===== src/rtl/dft_wb_arbiter.sv =====
// dft_wb_arbiter: round-robin two-master Wishbone arbiter with timeout abort (m0/m1 in, s out, grant_o, timeout_cnt_o)
module dft_wb_arbiter #(
  parameter int unsigned TIMEOUT = 255
) (
  input  logic        clk,
  input  logic        rst_n,
  input  logic        m0_cyc_i,
  input  logic        m0_stb_i,
  input  logic        m0_we_i,
  input  logic [31:0] m0_adr_i,
  input  logic [31:0] m0_dat_i,
  input  logic [3:0]  m0_sel_i,
  output logic [31:0] m0_dat_o,
  output logic        m0_ack_o,
  output logic        m0_err_o,
  input  logic        m1_cyc_i,
  input  logic        m1_stb_i,
  input  logic        m1_we_i,
  input  logic [31:0] m1_adr_i,
  input  logic [31:0] m1_dat_i,
  input  logic [3:0]  m1_sel_i,
  output logic [31:0] m1_dat_o,
  output logic        m1_ack_o,
  output logic        m1_err_o,
  output logic        s_cyc_o,
  output logic        s_stb_o,
  output logic        s_we_o,
  output logic [31:0] s_adr_o,
  output logic [31:0] s_dat_o,
  output logic [3:0]  s_sel_o,
  input  logic [31:0] s_dat_i,
  input  logic        s_ack_i,
  input  logic        s_err_i,
  output logic [1:0]  grant_o,
  output logic [7:0]  timeout_cnt_o
);
  typedef enum logic [1:0] {IDLE, GRANT0, GRANT1, ABORT} state_t;
  state_t      r_state;
  logic        r_last;
  logic        r_abort_m;
  logic [15:0] r_wait;
  logic [7:0]  r_tocnt;
  logic        w_g0, w_g1, w_gnt, w_cyc, w_stb, w_resp, w_to, w_pick1;
  always_comb begin
    w_g0    = r_state == GRANT0;
    w_g1    = r_state == GRANT1;
    w_gnt   = w_g0 | w_g1;
    w_cyc   = w_g1 ? m1_cyc_i : m0_cyc_i;
    w_stb   = w_g1 ? m1_stb_i : m0_stb_i;
    w_resp  = s_ack_i | s_err_i;
    w_to    = w_gnt & w_cyc & w_stb & ~w_resp & (r_wait == 16'(TIMEOUT));
    w_pick1 = m1_cyc_i & (~m0_cyc_i | ~r_last);
    s_cyc_o = w_gnt & w_cyc;
    s_stb_o = w_gnt & w_stb;
    s_we_o  = w_gnt & (w_g1 ? m1_we_i : m0_we_i);
    s_adr_o = w_g1 ? m1_adr_i : w_g0 ? m0_adr_i : '0;
    s_dat_o = w_g1 ? m1_dat_i : w_g0 ? m0_dat_i : '0;
    s_sel_o = w_g1 ? m1_sel_i : w_g0 ? m0_sel_i : '0;
    m0_ack_o = w_g0 & s_ack_i;
    m1_ack_o = w_g1 & s_ack_i;
    m0_err_o = (w_g0 & s_err_i) | (r_state == ABORT & ~r_abort_m);
    m1_err_o = (w_g1 & s_err_i) | (r_state == ABORT & r_abort_m);
    m0_dat_o = w_g0 ? s_dat_i : '0;
    m1_dat_o = w_g1 ? s_dat_i : '0;
    grant_o  = {w_g1, w_g0};
    timeout_cnt_o = r_tocnt;
  end
  always_ff @(posedge clk or negedge rst_n) begin
    if (!rst_n) begin
      r_state   <= IDLE;
      r_last    <= 1'b1;
      r_abort_m <= 1'b0;
      r_wait    <= '0;
      r_tocnt   <= '0;
    end else begin
      r_wait <= (w_gnt & w_cyc & w_stb & ~w_resp & ~w_to) ? r_wait + 16'd1 : '0;
      case (r_state)
        IDLE: if (m0_cyc_i | m1_cyc_i) begin
          r_state <= w_pick1 ? GRANT1 : GRANT0;
          r_last  <= w_pick1;
        end
        ABORT: begin
          r_state <= IDLE;
          r_tocnt <= r_tocnt + 8'(r_tocnt != 8'hff);
        end
        default: if (!w_cyc) r_state <= IDLE;
        else if (w_to) begin
          r_state   <= ABORT;
          r_abort_m <= w_g1;
        end
      endcase
    end
  end
endmodule


===== config.mk =====
export PLATFORM = sky130hd
export DESIGN_NAME = dft_wb_arbiter
export DESIGN_NICKNAME = d
export VERILOG_FILES = /design/src/rtl/dft_wb_arbiter.sv
export SDC_FILE = /design/constraint.sdc
export NUM_CORES = 1
export LEC_CHECK = 0
export BUFFER_PORTS_ARGS = -buffer_cell sky130_fd_sc_hd__buf_2
export CAP_MARGIN = 25
export CORE_AREA = 2 2 128 130
export CTS_CLUSTER_DIAMETER = 40
export DETAILED_ROUTE_END_ITERATION = 16
export DIE_AREA = 0 0 130 132
export REMOVE_ABC_BUFFERS = 1
export SETUP_SLACK_MARGIN = 0.02
export SLEW_MARGIN = 0
export SYNTH_ARGS = -nofsm -noshare
export SYNTH_HDL_FRONTEND = slang
export SYNTH_SLANG_ARGS = --single-unit

===== constraint.sdc =====
create_clock -name clk -period 5.15 [get_ports clk]
set_input_delay 0.515 -clock clk [delete_from_list [all_inputs] [get_ports clk]]
set_output_delay 0.515 -clock clk [all_outputs]
set_load 0.01 [all_outputs]

==> results.cfg, run 1 <==
[run_status]
outcome = finished, final reports clean

[timing]
setup_viol = 0
clock.fmax_mhz = 326.7
slew_headroom_pct = 58.02
period_share_pct = 59.43
slew_viol_final = 0
max_slew.worst_pin.slew_ns = 0.6297
min_period_ns = 3.061
rsz0062_at_grt = false
finalSetupTns_ns = 0
fin_skew_ns = 0.008781
hold_viol = 0

[logic_synthesis]
synth_edf_count = 0
ys_top_cells_by_area = dfrtp_1 23%, nand2_1 18%, and2_1 14%
ys_seq_area_share_pct = 24.09
yosys_warnings = 0
synthArstFlopShare_pct = 100.0
netlist_area_um2 = 2914
synthCells = 447
synth_ff_type = dfrtp_1
netlist.area_leader.share_pct = 23.19
synth_cell_types = 35
ys_ff_latch = 28
yosys.area.top_type = dfrtp_1
avgSynthCellArea_um2 = 6.519

[clock_network]
cts-root-buf = clkbuf_16
cts_resized = 0
tritoncts = built
cts_buffers = 3
clk_pin_slew_ns = 0.07
hold_buffers = 0
h-tree-depth = 1
cts_num_sinks = 28
clock_latency_ns = 0.27
post_cts_buffers = 0
cts_buffer_depth = 2

[routing]
dr.pass1.iters = 5
routed_via_density = 4.187
antenna_left = 0
avgRoutedWirePerCell_um = 14.88
dr_total_vias = 4024
drc = 0
wl_um = 14300
drt_iter0_drc = 295

[global_routing]
antenna_found_initial = 0
grt_max_degree = 102
grt_pass1_wl_um = 20310
grt_util_all_layers_pct = 14.90
overflow = 0
grt_pass1_vias = 3578

[cells_and_area]
finalInstanceArea_um2 = 4800
layout_commonest_cell = buf_2
mostFrequentLayoutCells = 326 x buf_2, 139 x nand2_1, 68 x o21ai_0
fin_nets = 932
diodes = 0
drive_gt1_share_pct = 46.04
syn_to_final_growth_pct = 64.71

[place]
dpl_cell_area_um2 = 4693
gp_congestion = 0.8533
io_buffers = 326
hpwl_um = 11730

[power_and_ir_drop]
p_leak_uw = 0.002586
vdd_ir_drop_max_mv = 0.2395
powerDensity_nw_per_um2 = 331.2

[setup_path]
cp-start-kind = flip-flop
crit_fanout = 71
arrival_ns = 2.55
critPathCaptureType = output pin
crit_required_ns = 4.64
crit_type = flip-flop to output pin

[worst_hold_path]
hold_class = input pin to asynchronous set/reset pin

[die]
core_area_um2 = 15710
ios = 327
rows = 46
initial_utilization_pct = 18.55
die_w_um = 130
die_y_um = 132
die_area_um2 = 17160

[flow_run]
max_cap_viol_count = 0
## path summary, 6_finish.rpt
path                       slack (ns)                to             start  cells past startpoint
hold / removal                   0.26         r_abort_m             rst_n                      1
hold reg to reg                  0.50  timeout_cnt_o[5]  timeout_cnt_o[5]                      1
min in group clk                 0.46            r_last          m0_cyc_i                      2
setup / recovery                 2.09       s_dat_o[31]        r_state[0]                      6
max in group asynchronous        4.47  timeout_cnt_o[5]             rst_n                      1
setup reg to reg                 2.51         r_wait[2]        r_state[0]                      7
## sequential cells by signal (all words and copies together) (netlist names)
| signal | cells |
|---|---|
| r_last | 1 |
| r_abort_m | 1 |
| timeout_cnt_o | 8 |
| r_wait | 16 |
| r_state | 2 |
## cells by family after synthesis
logic type                 Yosys count  share of synthesized area, %
muxes                                6                         2.190
DFF                                 28                         24.09
xor gates and xnor gates            19                         5.711
buffers and inverters               42                         6.483
AOI/OAI and AO/OA                   79                         14.26
adders and majority gates            8                         3.435
and+or+nand+nor                    265                         43.84
## per-stage QoR
stage	utilization, %	hold slack [ns]	worst slack [ns]	std cells	power (µW)
after global placement	29.87	0.4677	2.402	956	1410
after CTS	30.37	0.2943	2.071	960	1598
final	30.55	0.2638	2.090	961	1590
after detailed placement	29.87	0.4722	2.365	956	1411
after global routing	30.55	0.3192	1.874	961	1718
after floorplan	-	0.2194	1.328	412	878.3
## where the power goes
part	total [µW]	leakage [µW]	switching (µW)	internal (µW)
Clock	180	0.0000382	74.0	106
Sequential	274	0.000381	28.5	245
Combinational	1140	0.00217	689	447
## Yosys cell counts, types with 6 or more instances
cell / number
and2_1: 67
clkbuf_1: 31
dfrtp_1: 27
ha_1: 8
inv_1: 7
nand2_1: 139
nand3_1: 7
nand4_1: 8
nor2_1: 23
o21ai_0: 68
xnor2_1: 13
xor2_1: 6
## metal layers
metal  vias to the layer above  part of all wire, %  global-route usage (%)
met4                         0                  1.1                   2.091
met2                       169                   47                   25.51
li1                       2045                    -                       -
met3                        12                  8.6                   2.963
met1                      1798                   43                   19.71
met5                         -                    0                       0
## area by class of cell
class / instances / area (µm²)
fillers: 1760 / 10910
flip-flops and latches: 28 / 701.9
well taps: 216 / 270.3
repair buffers: 329 / 1674
multi-input cells: 377 / 2048
clock buffers: 4 / 78.83
inverters: 7 / 26.28
## worst max-delay path, cell delays in order, from the launching register on
cell	delay, ns
dfrtp_1	0.43
inv_1	0.16
ha_4	0.54
buf_4	0.59
nor2b_1	0.16
a22o_1	0.21
buf_2	0.14
No activity file was read; power rests on OpenSTA's default activity.
==> inputs of run 2 (changes only) <==
Clock period 5.15 ns to 2.8 ns, I/O delays scaled along.
==> run 2 against run 1 <==
Net effect: via count is 0.42% lower; clock-buffer cell count fell by 1; non-clock buffer count increased by 2; worst hold slack lost 0.24 ns; sequential share of layout area shrank 0.18 points; clock skew shrank 0.0072 ns; sequential cell count is the same; largest cell class unchanged.
==> results.cfg, run 2 (synthesis results as in run 1) <==
[timing]
clock.fmax_mhz = 391.4
rsz0062_at_grt = false
setup_viol = 0
min_period_ns = 2.555
slew_viol_final = 0
slew_headroom_pct = 58.56
hold_viol = 0
fin_ws_ns = 0.2451
fin_skew_ns = 0.001584
period_share_pct = 91.25
max_slew.worst_pin.slew_ns = 0.6216

[routing]
antenna_left = 0
dr_total_vias = 4007
avgRoutedWirePerCell_um = 14.93
drt_iter0_drc = 211
routed_via_density = 4.161
drc = 0
dr.pass1.iters = 6
wl_um = 14380

[global_routing]
antenna_found_initial = 0
grt_util_all_layers_pct = 15.08
grt_pass1_vias = 3695
grt_pass1_wl_um = 20790
grt_max_degree = 69
overflow = 0

[clock_network]
cts_resized = 0
cts-root-buf = clkbuf_16
clock_latency_ns = 0.26
cts_buffer_depth = 2
h-tree-depth = 1
post_cts_buffers = 0
cts_num_sinks = 28
cts_buffers = 3
clk_pin_slew_ns = 0.07
tritoncts = built
hold_buffers = 0

[power_and_ir_drop]
p_leak_uw = 0.002613
vdd_ir_drop_max_mv = 0.4264
powerDensity_nw_per_um2 = 628.2

[setup_path]
cp_cell_sequence = inv_1 -> ha_4 -> buf_12 -> nand2_1 -> o21ai_0 -> buf_2
slowest_stage = o21ai_0
crit_type = flip-flop to output pin
crit_required_ns = 2.52
cpPeakStageDelay_ns = 0.48
arrival_ns = 2.27
crit_fanout = 33
critPathCaptureType = output pin
cp-start-kind = flip-flop

[cells_and_area]
fin_nets = 934
layout_commonest_cell = buf_2
area.sequential_um2 = 701.9
multi_input_area_um2 = 2048
largest_register_ffs = 16
syn_to_final_growth_pct = 66.72
mostFrequentLayoutCells = 326 x buf_2, 139 x nand2_1, 68 x o21ai_0
drive_gt1_share_pct = 46.32
top_register = r_wait
fillers = 1779
finalInstanceArea_um2 = 4858
diodes = 0

[die]
rows = 46
core_area_um2 = 15710
die_w_um = 130
initial_utilization_pct = 18.55
die_y_um = 132
ios = 327
die_area_um2 = 17160

[place]
place_ws_ns = 0.5098
hpwl_um = 11870
io_buffers = 326
dpl_cell_area_um2 = 4753
gp_congestion = 0.8214

[run_status]
outcome = finished, final reports clean

[worst_hold_path]
hold_class = input pin to asynchronous set/reset pin

[flow_run]
max_cap_viol_count = 0
-- run 2: cell types whose count changed in the layout (fill, tap and decap cells not counted) --
| cell | delta |
|---|---|
| buf_12 | +3 |
| buf_16 | -1 |
| bufinv_16 | +1 |
| clkbuf_1 | -1 |
-- run 2: worst max-delay path, delay by kind of cell, from the launching register on --
family / cells / cell delay [ns]
buffers and inverters: 3 / 0.62
AND/OR/NAND/NOR: 1 / 0.06
flip-flops: 1 / 0.44
AO/OA/AOI/OAI: 1 / 0.48
adder cells (fa/ha/maj): 1 / 0.39
-- run 2: area by class of cell --
| class | instances | area share, % |
|---|---|---|
| Inverter | 7 | 0.5408 |
| Clock inverter | 1 | 0.6181 |
| Tap cell | 216 | 5.563 |
| Clock buffer | 3 | 1.545 |
| Sequential cell | 28 | 14.45 |
| Multi-Input combinational cell | 377 | 42.16 |
| Timing Repair Buffer | 331 | 35.13 |
-- run 2: final timing paths --
| path | startpoint | end | slack [ns] | cells past startpoint |
|---|---|---|---|---|
| worst max-delay path | r_state[1] | s_adr_o[0] | 0.25 | 6 |
| worst min-delay path | rst_n | timeout_cnt_o[0] | 0.03 | 1 |
| worst max register to register | r_state[0] | r_wait[12] | 0.69 | 6 |
| worst min register to register | r_wait[0] | r_wait[0] | 0.48 | 1 |
| max in group asynchronous | rst_n | timeout_cnt_o[1] | 2.38 | 1 |
| min in group clk | m0_cyc_i | r_last | 0.23 | 2 |
-- run 2: per-layer routing --
layer | vias to the layer above | routed length [µm] | GRT usage (%)
met2 | 171 | 6985 | 26.85
met5 | - | 0 | 0
met4 | 0 | 93 | 1.912
met3 | 10 | 1021 | 2.029
met1 | 1778 | 6283 | 19.75
li1 | 2048 | - | -
-- run 2: stage by stage --
step,total power [µW],util [%],instances,setup TNS (ns),hold slack [ns]
detailed placement,2661,30.25,959,0,0.3382
global route,3292,30.92,963,0,0.08117
finish,3052,30.92,963,0,0.02601
global placement,2652,30.25,959,0,0.3358
CTS,3087,30.92,963,0,0.05348
floorplan,1616,-,412,-68.03,-0.01559
-- run 2: report_power, final --
part / switching (µW) / total (µW) / internal, µW
clock: 134 / 419 / 285
sequential: 53.0 / 504 / 451
combinational: 1280 / 2130 / 852
total: 1470 / 3050 / 1590
==> inputs of run 3 (changes only) <==
Settings changed: REMOVE_ABC_BUFFERS 1 to default.
==> run 3 against run 2 <==
Net effect: final area hardly changed; non-clock buffer count is 1 higher; clock skew rose by 0.00066 ns; worst setup slack improved by 0.26 ns; sequential power about the same; register-to-register slack better by 0.07 ns; largest cell class unchanged; final cell count is 0.21% higher; global-route usage is 1.1 points lower; clock-buffer cell count is the same; clock power about the same; first-iteration DRC count increased by 5.2%.
==> results.cfg, run 3 (synthesis results as in run 1) <==
[cells_and_area]
finalInstanceArea_um2 = 4856
layout_commonest_cell = buf_2
utilization_pct = 30.90
largest_register_ffs = 16
fin_nets = 935
syn_to_final_growth_pct = 66.64
mostFrequentLayoutCells = 326 x buf_2, 139 x nand2_1, 68 x o21ai_0
drive_gt1_share_pct = 46.39
top_register = r_wait

[setup_path]
cpPeakStageDelay_ns = 0.44
reg2reg_from = r_wait[12]
crit_required_ns = 2.52
startpoint = r_state[0]
critPathCaptureType = output pin
slowest_stage = dfrtp_1
cp-start-kind = flip-flop
arrival_ns = 2.02
crit_type = flip-flop to output pin
cp_cell_sequence = inv_1 -> ha_4 -> buf_12 -> mux2i_1 -> nor2b_1 -> buf_2
crit_fanout = 137

[logic_synthesis]
syn-num-nets = 633

[clock_network]
clock_latency_ns = 0.26
cts_num_sinks = 28
cts-root-buf = clkbuf_16
clk_pin_slew_ns = 0.07
cts_resized = 0
hold_buffers = 0
tritoncts = built
post_cts_buffers = 0
h-tree-depth = 1
cts_buffer_depth = 2
cts_buffers = 3

[routing]
routed_via_density = 4.165
avgRoutedWirePerCell_um = 14.06
antenna_left = 0
dr.pass1.iters = 4
drt_iter0_drc = 222
drc = 0
wl_um = 13570
dr_total_vias = 4019

[global_routing]
grt_pass1_vias = 3510
antenna_found_initial = 1
overflow = 0
grt_pass1_wl_um = 19200
grt_util_all_layers_pct = 14.02
grt_max_degree = 138

[timing]
setup_viol = 0
finalSetupTns_ns = 0
rsz0062_at_grt = false
clock.fmax_mhz = 435.1
min_period_ns = 2.298
slew_headroom_pct = 58.43
period_share_pct = 82.08
fin_skew_ns = 0.002248
slew_viol_final = 0
hold_viol = 0
max_slew.worst_pin.slew_ns = 0.6235

[power_and_ir_drop]
powerDensity_nw_per_um2 = 622.2
vdd_ir_drop_max_mv = 0.4934
p_leak_uw = 0.002615

[place]
hpwl_um = 11150
dpl_cell_area_um2 = 4748
gp_congestion = 0.8252
io_buffers = 326

[die]
ios = 327
core_area_um2 = 15710
rows = 46
die_area_um2 = 17160
die_y_um = 132
die_w_um = 130
initial_utilization_pct = 18.55

[worst_hold_path]
hold_class = input pin to asynchronous set/reset pin

[run_status]
outcome = finished, final reports clean

[flow_run]
max_cap_viol_count = 0
## run 3: cell count changes in the layout (fill, tap and decap cells not counted)
cell	before	now
buf_12	3	2
diode_2	0	1
buf_4	2	4
## run 3: path summary, 6_finish.rpt
| kind | cells after the start | slack (ns) | endpoint |
|---|---|---|---|
| setup / recovery | 6 | 0.50 | s_we_o |
| hold / removal | 1 | 0.03 | r_abort_m |
| setup reg to reg | 4 | 0.76 | r_wait[14] |
| hold reg to reg | 1 | 0.47 | r_wait[0] |
| max in group asynchronous | 1 | 2.37 | r_wait[0] |
| min in group clk | 2 | 0.22 | r_last |
## run 3: per-stage QoR
stage          hold WS, ns  setup slack [ns]  total power [µW]  std cells
2_1_floorplan     -0.01559            0.7911              1655        447
3_3_place_gp        0.3354            0.7096              2626        960
3_5_place_dp        0.3351            0.7310              2628        960
4_1_cts            0.04897            0.4414              3063        964
5_1_grt            0.07950            0.3392              3260        964
6_report           0.03113            0.5016              3022        965
## run 3: layout make-up
cell class / count / area, µm²
Antenna cell: 1 / 2.502
Clock buffer: 3 / 75.07
Clock inverter: 1 / 30.03
Fill cell: 1764 / 10860
Inverter: 7 / 26.28
Multi-Input combinational cell: 377 / 2048
Sequential cell: 28 / 701.9
Tap cell: 216 / 270.3
Timing Repair Buffer: 332 / 1702
## run 3: where the power goes
group	total [µW]	internal, µW	switching (µW)
combinational	2100	841	1260
sequential	505	451	54.7
clock	418	285	133
total	3020	1580	1440
## run 3: worst max-delay path: cells and delay by family, from the launching register on
kind          cells  cell delay, ns
fa+ha+maj         1            0.18
mux               1            0.36
flops             1            0.44
simple gates      1            0.07
buf+inv           3            0.65
## run 3: metal layers
metal  global-route usage [%]  up-vias  routed length (µm)
met5                        0        -                   0
met3                    2.679       12                1016
li1                         -     2053                   -
met1                    17.30     1797                5730
met4                    2.867        0                 206
met2                    25.10      157                6617
